===== src/rtl/weights_pkg.sv =====
// Shared constants and state type for the weights memory loader.
package weights_pkg;
  localparam int WEIGHTS_ADDR_W = 13;
  localparam int WEIGHTS_DATA_W = 16;
  localparam int WEIGHTS_DEPTH  = 8192;

  typedef enum logic [1:0] {
    IDLE = 2'd0,
    LOAD = 2'd1,
    DONE = 2'd2
  } loader_state_t;
endpackage


===== src/rtl/weights_loader.sv =====
// Streams a range of weight words into memory port A with one registered write stage.
// Optional running checksum is enabled by defining WEIGHTS_LOADER_CHECKSUM_EN.
module weights_loader
  import weights_pkg::*;
#(
  parameter int ADDR_W = WEIGHTS_ADDR_W,
  parameter int DATA_W = WEIGHTS_DATA_W
) (
  input  logic              clk,
  input  logic              rst,
  input  logic              start,
  input  logic [ADDR_W-1:0] base_addr,
  input  logic [ADDR_W:0]   word_count,
  input  logic [DATA_W-1:0] in_data,
  input  logic              in_valid,
  output logic              in_ready,
  output logic [ADDR_W-1:0] mem_address,
  output logic [DATA_W-1:0] mem_data,
  output logic              mem_wren,
  output logic              mem_select,
  output logic              busy,
  output logic              done,
  output logic              error,
  output logic [DATA_W-1:0] checksum
);
  // 2^ADDR_W in a width that can hold base_addr + word_count without overflow
  localparam logic [ADDR_W+1:0] SPAN = {2'b01, {ADDR_W{1'b0}}};

  loader_state_t state, state_nxt;

  logic [ADDR_W-1:0] base_q;
  logic [ADDR_W:0]   count_q, idx_q, idx_nxt;
  logic [ADDR_W+1:0] end_addr;
  logic              start_acc, range_err, accept, last_word;

  assign start_acc = (state == IDLE) && start;
  assign end_addr  = {2'b00, base_addr} + {1'b0, word_count};
  assign range_err = end_addr > SPAN;
  assign accept    = (state == LOAD) && in_valid;
  assign idx_nxt   = idx_q + (ADDR_W+1)'(1);
  assign last_word = (idx_nxt == count_q);

  assign in_ready   = (state == LOAD);
  assign busy       = (state != IDLE);
  assign done       = (state == DONE);
  assign mem_select = ~busy;

  always_ff @(posedge clk or posedge rst) begin
    if (rst) state <= IDLE;
    else     state <= state_nxt;
  end

  always_comb begin
    state_nxt = state;
    case (state)
      IDLE: if (start) begin
        if (word_count == '0) state_nxt = DONE;
        else if (!range_err)  state_nxt = LOAD;
      end
      LOAD:    if (accept && last_word) state_nxt = DONE;
      DONE:    state_nxt = IDLE;
      default: state_nxt = IDLE;
    endcase
  end

  always_ff @(posedge clk or posedge rst) begin
    if (rst) begin
      base_q      <= '0;
      count_q     <= '0;
      idx_q       <= '0;
      error       <= 1'b0;
      mem_wren    <= 1'b0;
      mem_address <= '0;
      mem_data    <= '0;
    end else begin
      mem_wren <= accept;
      if (start_acc) begin
        base_q  <= base_addr;
        count_q <= word_count;
        idx_q   <= '0;
        error   <= range_err;
      end
      if (accept) begin
        // range check at start guarantees base_q + idx_q never wraps
        mem_address <= base_q + idx_q[ADDR_W-1:0];
        mem_data    <= in_data;
        idx_q       <= idx_nxt;
      end
    end
  end

`ifdef WEIGHTS_LOADER_CHECKSUM_EN
  always_ff @(posedge clk or posedge rst) begin
    if (rst)            checksum <= '0;
    else if (start_acc) checksum <= '0;
    else if (accept)    checksum <= checksum + in_data;
  end
`else
  assign checksum = '0;
`endif

endmodule


===== config.mk =====
export PLATFORM = sky130hd
export DESIGN_NAME = weights_loader
export DESIGN_NICKNAME = d
export VERILOG_FILES = /design/src/rtl/weights_pkg.sv /design/src/rtl/weights_loader.sv
export SDC_FILE = /design/constraint.sdc
export NUM_CORES = 1
export LEC_CHECK = 0
export CELL_PAD_IN_SITES_DETAIL_PLACEMENT = 1
export CELL_PAD_IN_SITES_GLOBAL_PLACEMENT = 1
export CORE_ASPECT_RATIO = 2
export CORE_UTILIZATION = 30
export DETAILED_ROUTE_END_ITERATION = 10
export HOLD_SLACK_MARGIN = 0.15
export PLACE_DENSITY = 0.64
export SLEW_MARGIN = 20
export SYNTH_ARGS = -nofsm -noshare
export SYNTH_HDL_FRONTEND = slang
export SYNTH_SLANG_ARGS = --single-unit

===== constraint.sdc =====
create_clock -name clk -period 3.5 [get_ports clk]
set_clock_uncertainty 0.05 [all_clocks]
set_input_delay 0.7 -clock clk [delete_from_list [all_inputs] [get_ports clk]]
set_output_delay 0.7 -clock clk [all_outputs]
set_load 0.1 [all_outputs]

==> impl_metrics.py <==
metrics = {
    "run_status": {
        "status": "finished, final reports clean",
    },
    "synthesis": {
        "synth_edf_count": 0,
        "ys_ff_latch": 74,
        "async_flop_share_pct": 100,
        "synth_top_area_share_pct": 40.7,
        "synth_top_area_cell": "dfrtp_1",
        "netlist_area_sq_mm": 0.00455,
        "synth_cell_type_count": 61,
        "yosysSeqAreaShare_pct": 40.7,
        "syn_avg_cell_area_sq_um": 9.35,
        "ys.flop_type": "dfrtp_1",
        "ys_top_cells_by_area": "dfrtp_1, nand2_1, mux2_2",
        "synth_cells": 487,
        "synth_warnings": 0,
    },
    "setup_path": {
        "critPathArrivalTime_ps": 3550,
        "cp-startpoint": "base_addr[0]",
        "crit_required_ps": 3670,
        "r2r.worst_path.cells": 9,
        "start_kind": "input port",
        "r2r_setup_slack_ps": 430,
        "crit_fanout": 3,
        "rr_startpoint": "idx_q[0]$_DFFE_PP0P_",
        "cp-end-kind": "flop",
        "crit_type": "in -> reg",
    },
    "routing": {
        "avgRoutedWirePerCell_um": 17.8,
        "drt_pass1_iterations": 4,
        "via_per_inst": 4.98,
        "drtIter0Drc": 116,
        "wl_um": 14300,
        "vias": 4016,
        "drc": 0,
        "postRouteAntennaNets": 0,
    },
    "clock_tree": {
        "cts_sinks": 74,
        "cts_tree": "built",
        "cts.clk_slew.worst_paths_ps": 60,
        "htreeDepth": 3,
        "numCtsBuffers": 9,
        "clockBufferDepth": 2,
        "cts_root_buf": "clkbuf_16",
        "worstSkewPairLatency_ps": 340,
    },
    "die": {
        "start_util_pct": 30.7,
        "die_width_um": 89.1,
        "fp.coreArea_sq_mm": 0.0148,
        "die_h_um": 176,
        "ios": 98,
        "die_area_sq_mm": 0.0157,
        "row_count": 63,
    },
    "timing": {
        "fin_crit_ps": 3380,
        "hold_viol": 0,
        "final_max_slew_viol_count": 0,
        "clock.fmax_mhz": 296,
        "max_slew_margin_pct": 30.8,
        "finalSetupViolCount": 0,
        "fin_ws_ps": 122,
        "worst_pin_slew_ps": 1030,
        "finalCritPeriodShare_pct": 96.5,
    },
    "global_route": {
        "busiest_layer": "met2",
        "grt_pass1_vias": 4395,
        "grtUsageMet2_pct": 39.7,
        "grt_antenna_before_repair": 0,
        "grt_max_degree": 75,
        "grtUsageMet1_pct": 18.2,
        "grt_first_pass_wirelength_um": 23100,
        "overflow": 0,
        "track_usage_pct": 20.1,
        "use_met3_pct": 2.76,
    },
    "final_layout": {
        "layout_commonest_cell": "nand2_1",
        "final_cell_mix": "nand2_1, dfrtp_1, clkdlybuf4s50_1",
        "drive_gt1_share_pct": 20.6,
        "diodes": 0,
        "utilization_pct": 41.5,
        "nNetsFinal": 682,
        "syn_to_final_growth_pct": 35.2,
    },
    "power_and_ir_drop": {
        "p_int_w": 0.00265,
        "switching_share_pct": 51.7,
        "pwr-share-clk_pct": 16.3,
        "power_density_mw_per_mm2": 892,
        "p_seq_share_pct": 26.3,
        "pwr-share-comb_pct": 57.4,
        "vdd_drop_max_mv": 0.243,
        "p_leak_nw": 2.80,
        "fin_total_pwr_w": 0.00549,
        "switchingPower_w": 0.00284,
    },
    "placed_design": {
        "place_congestion": 0.886,
        "numPortBuffers": 81,
        "place_ws_ps": -465,
        "hpwl_um": 11600,
    },
    "hold_path": {
        "min_from": "mem_data[5]$_DFFE_PP0P_",
        "whs_path_depth": 2,
        "hold_class": "reg -> reg",
    },
    "flow_run": {
        "cap_violations": 0,
    },
}
[worst paths after layout]
check                                               to
min in group asynchronous        idx_q[10]$_DFFE_PP0P_
setup / recovery                     error$_DFFE_PP0P_
max in group asynchronous  mem_address[12]$_DFFE_PP0P_
hold / removal                 mem_data[5]$_DFFE_PP0P_
hold reg to reg                mem_data[5]$_DFFE_PP0P_
setup reg to reg                  state[0]$_DFFE_PP0P_
[final cells by class]
type                            instances  area, sq um
Fill cell                            1749         8670
Multi-Input combinational cell        381         2590
Sequential cell                        74         1850
Timing Repair Buffer                  125         1120
Clock buffer                           12          267
Tap cell                              195          244
Inverter                               16         60.1
Clock inverter                          4         25.0
[routing by layer]
layer  wire length, um  vias to the layer above
met5                 0                        -
met3               326                       30
li1                  -                     1921
met1              4700                     1975
met4               735                        0
met2              8580                       90
[repair_timing]
action | in CTS | in global routing
gates resized for setup | 6 | 10
cloned | 0 | 0
endpoints found under the setup margin | 2 | 2
setup buffers | 0 | 1
pin swaps | 0 | 7
hold buffers | 0 | 0
[power groups by stage]
| stage | Clock, W | Sequential [W] | Combinational (W) |
|---|---|---|---|
| floorplan | 0 | 0.00258 | 0.00126 |
| global placement | 0 | 0.00145 | 0.00311 |
| detailed placement | 0 | 0.00147 | 0.00316 |
| CTS | 0.000919 | 0.00146 | 0.00318 |
| global route | 0.000959 | 0.00150 | 0.00337 |
| finish | 0.000893 | 0.00145 | 0.00315 |
[logic make-up after synthesis]
kind of cell,share of synthesized area (%)
buf+inv,5.22
flops,40.7
compound gates,14.4
fa+ha+maj,8.03
mux,7.61
other cells,0.0824
xor+xnor,7.12
simple gates,16.9
[state kept, by name, indices dropped and copies added (netlist names)]
name / cells
state: 2
count_q: 14
mem_wren: 1
idx_q: 14
error: 1
mem_data: 16
mem_address: 13
base_q: 13
[critical path: stages]
cell and delay (ps):
clkdlybuf4s50_1 490, ha_2 210, fa_2 220, buf_4 130
a21oi_4 60, o221a_4 260, o211ai_1 270, o41ai_2 120
buf_4 150, or3b_2 470, a21oi_2 130, nor2_1 70
mux2_2 260
[stage by stage]
stage               cell area [sq um]  TNS, ps  std cells  hold WS (ps)
floorplan                        4610        0        502           420
global placement                 5790     -931        790           407
detailed placement               5790     -859        790           416
CTS                              6100        0        806           431
global route                     6150    -7.33        807           449
finish                           6150        0        807           426
[synthesized netlist by cell type, drive strengths merged (3+ instances only)]
library cell,instances
nor2,24
nor4,6
o21bai,4
clkbuf,12
nand2b,3
ha,26
xor2,16
mux2,29
dfrtp,74
nand4,5
nand3,8
nand3b,4
o21ai,36
a211oi,3
nand2,89
a21oi,20
and2,3
xnor2,21
a21o,8
and3,8
o31ai,8
nor3,8
inv,15
buf,19
No activity file was read; power rests on OpenSTA's default activity.
